### config.mk
export PLATFORM = sky130hd
export DESIGN_NAME = counter_load_seq
export DESIGN_NICKNAME = d
export VERILOG_FILES = /design/src/rtl/counter_load_seq.sv
export SDC_FILE = /design/constraint.sdc
export NUM_CORES = 1
export LEC_CHECK = 0
export ABC_AREA = 1
export CORE_ASPECT_RATIO = 0.75
export CORE_MARGIN = 2
export CORE_UTILIZATION = 54
export CTS_CLUSTER_SIZE = 24
export DETAILED_ROUTE_END_ITERATION = 6
export GPL_TIMING_DRIVEN = 0
export PLACE_DENSITY_LB_ADDON = 0.12
export SETUP_SLACK_MARGIN = 0.02
export SYNTH_ARGS = -nofsm -noshare
export SYNTH_HDL_FRONTEND = slang
export SYNTH_SLANG_ARGS = --single-unit
### constraint.sdc
create_clock -name clk -period 2.74 [get_ports clk]
set_clock_uncertainty 0.05 [all_clocks]
set_input_delay 0.274 -clock clk [delete_from_list [all_inputs] [get_ports clk]]
set_output_delay 0.274 -clock clk [all_outputs]
set_load 0.005 [all_outputs]
### src/rtl/counter_load_seq.sv
`default_nettype none
// ============================================================================
// Module      : counter_load_seq
// Description : Preload sequencer for the 8-bit loadable counter. Queues
//               values in a small FIFO and issues them as spaced load pulses.
// Revision    : 1.0 - initial release
// ============================================================================
module counter_load_seq #(
    parameter int DEPTH = 4,
    parameter int IW    = 8
) (
    input  logic                   clk,
    input  logic                   rst,
    input  logic                   in_valid,
    input  logic [7:0]             in_data,
    output logic                   in_ready,
    input  logic                   start,
    input  logic                   stop,
    input  logic [IW-1:0]          interval,
    output logic                   load,
    output logic [7:0]             load_in,
    output logic                   en,
    output logic                   busy,
    output logic [$clog2(DEPTH):0] fifo_count
);

    localparam int AW = $clog2(DEPTH);
    localparam int CW = AW + 1;
    localparam logic [CW-1:0] c_DEPTH = CW'(DEPTH);

    typedef enum logic [1:0] {
        S_IDLE = 2'd0,
        S_LOAD = 2'd1,
        S_WAIT = 2'd2
    } state_t;

    state_t          r_state;
    state_t          w_state_next;
    logic [7:0]      r_mem [DEPTH];
    logic [AW-1:0]   r_wr_ptr;
    logic [AW-1:0]   r_rd_ptr;
    logic [CW-1:0]   r_count;
    logic [IW-1:0]   r_timer;
    logic [7:0]      r_load_in;
    logic            w_ready;
    logic            w_push;
    logic            w_pop;
    logic            w_has_data;
    logic            w_timer_zero;

    assign w_ready      = (r_count < c_DEPTH);
    assign w_push       = in_valid && w_ready;
    assign w_has_data   = (r_count != '0);
    assign w_timer_zero = (r_timer == '0);
    // The head is popped on the same edge that enters LOAD.
    assign w_pop        = (w_state_next == S_LOAD);

    always_comb begin
        w_state_next = r_state;
        case (r_state)
            S_IDLE: begin
                if (!stop && start && w_has_data)
                    w_state_next = S_LOAD;
            end
            S_LOAD: begin
                w_state_next = stop ? S_IDLE : S_WAIT;
            end
            S_WAIT: begin
                if (stop)
                    w_state_next = S_IDLE;
                else if (w_timer_zero)
                    w_state_next = w_has_data ? S_LOAD : S_IDLE;
            end
            default: w_state_next = S_IDLE;
        endcase
    end

    always_ff @(posedge clk or posedge rst) begin
        if (rst) begin
            r_state   <= S_IDLE;
            r_wr_ptr  <= '0;
            r_rd_ptr  <= '0;
            r_count   <= '0;
            r_timer   <= '0;
            r_load_in <= '0;
        end else begin
            r_state <= w_state_next;
            if (w_push)
                r_wr_ptr <= r_wr_ptr + 1'b1;
            if (w_pop) begin
                r_rd_ptr  <= r_rd_ptr + 1'b1;
                r_load_in <= r_mem[r_rd_ptr];
            end
            case ({w_push, w_pop})
                2'b10:   r_count <= r_count + 1'b1;
                2'b01:   r_count <= r_count - 1'b1;
                default: r_count <= r_count;
            endcase
            // Interval is captured on the LOAD->WAIT edge, then counts down to zero.
            if (r_state == S_LOAD)
                r_timer <= interval;
            else if (r_state == S_WAIT && !w_timer_zero)
                r_timer <= r_timer - 1'b1;
        end
    end

    always_ff @(posedge clk) begin
        if (w_push)
            r_mem[r_wr_ptr] <= in_data;
    end

    assign in_ready   = w_ready;
    assign load       = (r_state == S_LOAD);
    assign load_in    = r_load_in;
    assign en         = (r_state != S_IDLE);
    assign busy       = (r_state != S_IDLE);
    assign fifo_count = r_count;

endmodule
`default_nettype wire

-- Yosys cells after proc, flatten, opt, wreduce, memory -nomap -nowiden
Memory sizes are Yosys's and may differ from the RTL's. A register that Yosys moved wholly into a read port is not among the register bits.
Index checks and enable logic that the tools add are counted.
- input port bits: 21
- memory bits (writable): 32
- register bits: 17
- memories kept: 1
- memories (memory ; words ; width ; rd ports ; clocked after memory_dff ; write ports ; line ; text):
    r_mem ; 4 ; 8 ; 1 ; 1 ; 1 ; 39 ; logic [7:0] r_mem [DEPTH];
- muxes and demuxes: 11
- equal/unequal tests: 5
- $lt $le $gt $ge: 1
- $add $sub $neg: 5
- reduce and logical (&&, ||, !) cells: 12
- operators with widths (cell ; count):
    $mux 8 ; 2
    $logic_not 8->1 ; 1
    $mux 2 ; 4
    $sub 8x1->8 const B ; 1
    $eq 2x1->1 const B ; 3
    $pmux 2 s3 ; 1
    $pmux 3 s2 ; 1
    $reduce_bool 2->1 ; 3
    $add 2x1->2 const B ; 2
    $eq 2x2->1 const B ; 2
    $logic_and 1x1->1 ; 4
    $add 3x1->3 const B ; 1
    $lt 3x3->1 const B ; 1
    $mux 1 ; 3
    $reduce_bool 3->1 ; 1
    $sub 3x1->3 const B ; 1
    $logic_not 1->1 ; 2
    $logic_not 2->1 ; 1

-- Longest topological paths before layout
- word-level depth: 8
- depth in mapped cells: 15

-- Worst setup path after synthesis
OpenSTA, ideal clock, no wires.
- kind: register -> register
- start: register r_timer[0]
- end: register r_count[2] (netlist: fifo_count[2])
- slack: 0.375 ns
- clock period less this slack: 2.365 ns
- setup time: 0.131 ns
- stages on the path, launching flop included: 16
- data required time: 2.559 ns
- arrival: 2.184 ns
- cells stage by stage: dfrtp_1 -> inv_1 -> ha_1 -> nand2_1 -> nor2_2 -> nand3_2 -> nand2_2 -> nand2_2 -> buf_6 -> inv_2 -> ha_1 -> inv_1 -> fa_1 -> a21oi_1 -> o21ai_0 -> xor2_1
- cells in the longest elaborated chain, start to end: 7
- RTL lines (item ; line ; text):
    from (decl) ; 43 ; logic [IW-1:0] r_timer;
    from (signal assigned) ; 101 ; r_timer <= interval;
    from (signal assigned) ; 103 ; r_timer <= r_timer - 1'b1;
    $logic_not 8->1 (*) ; 54 ; assign w_timer_zero = (r_timer == '0);
    $mux 2 (*) ; 71 ; else if (w_timer_zero)
    $mux 2 (*) ; 69 ; if (stop)
    $pmux 2 s3 (*) ; 60 ; case (r_state)
    $eq 2x1->1 (*) ; 56 ; assign w_pop = (w_state_next == S_LOAD);
    $eq 2x1->1 / $eq 2x2->1 (equally long branches) ; 94 ; case ({w_push, w_pop})
    $pmux 3 s2 / $reduce_bool 2->1 (equally long branches) ; n/a ;
    to (signal assigned) ; 95 ; 2'b10: r_count <= r_count + 1'b1;
    to (signal assigned) ; 96 ; 2'b01: r_count <= r_count - 1'b1;
    to (signal assigned) ; 97 ; default: r_count <= r_count;
    to (decl) ; 42 ; logic [CW-1:0] r_count;
Mark *: on every way between the ends. The rest lies on a longest branch, timed or not.
A chain may end at the register's enable or synchronous reset.

-- Worst setup path after layout
- start: register r_timer[1]
- end: register r_count[2] (netlist: fifo_count[2])
The elaborated chain is that of the path after synthesis.

==> results.ini <==
[status]
status=complete, no violations

[pwr]
pwr_density_cell_nw_per_um2=1052
p_leak_uw=0.001453
p_total_uw=3524
max-vdd-ir-drop_v=0.0006942

[global_route]
grt_antenna_before_repair=0
grt_pass1_vias=1807
track_usage_pct=21.41
grt_start_max_net_pins=26
grt_overflow=0
grt_pass1_wl_um=8749

[synthesis]
synthXorXnorAreaFrac_pct=1.307
yosys.area_share.simple_pct=23.11
synth_fa_ha_area_share_pct=3.548
muxShareOfSynthArea_pct=0
synth_ff_type=edfxtp_1
yosys_warnings=0
synth_cell_types=27
synth_area_um2=2680
synth_edf_count=32
syn_nets=313
async_flop_share_pct=43.86
synth-seq-cells=57
synth_top_family_by_area=simple AND/OR/NAND/NOR gates
synth_compound_area_share_pct=6.629
ys_seq_area_share_pct=59.20
synth_area_per_cell_um2=9.404
netlist_instances=285

[clock_tree]
clk_latency_ns=0.35
cts-root-buf=clkbuf_8
hold_buffers=0
clkTransAtPathRegs_ns=0.07
clock_path_buffers=2
htreeDepth=3
cts_buffers=9
clock-sinks=57
cts_tree=done
cts_setup_buffers=0

[sta]
period_minus_slack_ns=2.547
max_slew_margin_pct=36.00
rsz0062_at_grt=false
drv_slew=0
post-route-period-util_pct=92.97
hold_viol_final=0
fmax_mhz=392.6
setup_viol=0
tightest_slew_ns=0.9590

[route]
wl_met3_um=341
ant_nets=0
wl_met2_um=2158
drt-total-wl_um=5167
viasPerCell=4.962
wl_per_cell_um=13.05
wl_met1_um=2595
firstDrtPassIters=4
drt-initial-drc-count=190
drc=0
vias=1965
highest_layer=met4

[placed_design]
place.detailed.hpwl_um=3641
place.gp.congestion=0.8767
portBuffers=35

[worst_setup_path]
cp_max_fo=10
cpMaxStageDelayCell=dfrtp_1
cpPeakStageDelay_ns=0.37
end_kind=flop
path_class=flop to flop
cp_top_family=adder cells
crit_buf_inv=4
crit_chain=inv_1 -> ha_4 -> nand2_1 -> nor2_2 -> nand3_2 -> nand2_2 -> nand2_2 -> buf_6 -> inv_2 -> ha_1 -> inv_1 -> fa_2 -> a21oi_2 -> o21ai_1 -> xor2_1
worst_setup_path_start_kind=flop
arrival_ns=2.73
required_ns=2.92

[run]
drv_cap=0

[layout]
final_nets=359
syn_to_final_growth_pct=24.98
drive_gt1_share_pct=13.69
n_fill_cell=392
utilization_pct=69.14
diodes=0

[die]
core-area_um2=4845
die_height_um=65.01
pin_count=36
die_w_um=85.35
die_area_um2=5548
fp-row-count=22
initial_core_util_pct=55.32

[min_path]
hold_class=primary input to asynchronous set/reset pin

Yosys cell counts (3+ instances only):
library cell / number / area [um2]
ha_1: 6 / 75.07
inv_2: 8 / 30.03
o21ai_0: 21 / 105.1
nand2_2: 3 / 18.77
nand3_1: 25 / 125.1
nor2_1: 43 / 161.4
o21ai_1: 7 / 35.03
nand2_1: 67 / 251.5
xor2_1: 3 / 26.28
buf_4: 3 / 22.52
a21oi_1: 3 / 15.01
buf_2: 4 / 20.02
nor2_2: 3 / 18.77
inv_1: 21 / 78.83
dfrtp_1: 25 / 625.6
edfxtp_1: 32 / 960.9
worst paths after layout:
kind	depth (start not counted)	startpoint	to	slack, ns
max in group asynchronous	2	rst	load_in[7]	1.66
hold reg to reg	2	load_in[1]	load_in[1]	0.43
setup / recovery	15	r_timer[1]	fifo_count[2]	0.19
min in group clk	2	load_in[1]	load_in[1]	0.43
setup reg to reg	15	r_timer[1]	fifo_count[2]	0.19
hold / removal	2	rst	fifo_count[2]	0.39
worst reg2reg max path, stage by stage (launching register included):
cell	delay [ns]
dfrtp_1	0.37
inv_1	0.13
ha_4	0.19
nand2_1	0.08
nor2_2	0.13
nand3_2	0.09
nand2_2	0.08
nand2_2	0.07
buf_6	0.17
inv_2	0.05
ha_1	0.12
inv_1	0.09
fa_2	0.37
a21oi_2	0.17
o21ai_1	0.11
xor2_1	0.15
cell families (layout without fill, tap and decap cells):
logic type | after synthesis | in the layout
adders and majority gates | 7 | 7
xor gates and xnor gates | 4 | 4
DFF | 57 | 57
and+or+nand+nor | 146 | 146
AOI/OAI and AO/OA | 33 | 33
buffers and inverters | 38 | 89
repair_timing:
action	CTS	global route
cloned	0	0
setup endpoints to repair	1	1
gates resized for setup	2	4
layout make-up:
type / count / area [um2] / share of cell area (%)
plain buffers: 9 / 57.56 / 1.718
clock buffers: 9 / 123.9 / 3.698
clock inverters: 7 / 101.3 / 3.026
inverters: 29 / 108.9 / 3.250
multi-input cells: 190 / 945.9 / 28.24
flip-flops and latches: 57 / 1587 / 47.37
well taps: 60 / 75.07 / 2.241
repair buffers: 35 / 350.3 / 10.46
cells in the final DEF (no fill, tap or decap):
cell type,n
a21oi_1,2
a21oi_2,1
a31oi_1,1
buf_2,4
buf_4,3
buf_6,1
bufinv_16,2
clkbuf_1,1
clkbuf_8,9
clkdlybuf4s50_1,35
clkinv_4,1
clkinvlp_4,2
dfrtp_1,25
edfxtp_1,32
fa_2,1
ha_1,5
ha_4,1
inv_1,20
inv_2,9
inv_6,2
nand2_1,67
nand2_2,3
nand2_4,1
nand3_1,25
nand3_2,1
nand4_1,1
nor2_1,43
nor2_2,3
nor2_4,1
nor3_1,1
o21ai_0,20
o21ai_1,8
o21ai_4,1
xnor2_1,1
xor2_1,3
stage by stage:
stage / setup TNS [ns] / instances / worst slack, ns / hold slack [ns] / area, um2
after floorplan: 0 / 285 / 0.3749 / 0.2513 / 2680
after global placement: 0 / 380 / 0.1365 / 0.4033 / 3105
after detailed placement: -0.009440 / 380 / -0.009440 / 0.4131 / 3105
after CTS: 0 / 396 / 0.02745 / 0.4194 / 3333
after global routing: 0 / 396 / 0.04867 / 0.4513 / 3349
final: 0 / 396 / 0.1926 / 0.3906 / 3349
report_power, final:
group | internal, uW | leakage, uW | switching [uW]
combinational | 572 | 0.000748 | 790
clock | 519 | 0.000106 | 366
sequential | 1140 | 0.000599 | 138
total | 2230 | 0.00145 | 1290
state kept, by name (all words and copies together), names as in the netlist:
register	count
r_mem	32
r_state	2
load_in	8
r_timer	8
fifo_count	3
r_wr_ptr	2
r_rd_ptr	2
metal layers:
metal | up-vias | GRT usage, %
met4 | 0 | 7.143
met3 | 10 | 6.879
li1 | 1018 | -
met2 | 52 | 30.18
met5 | - | 0
met1 | 885 | 31.36
Power figures use the tool's default switching activity.
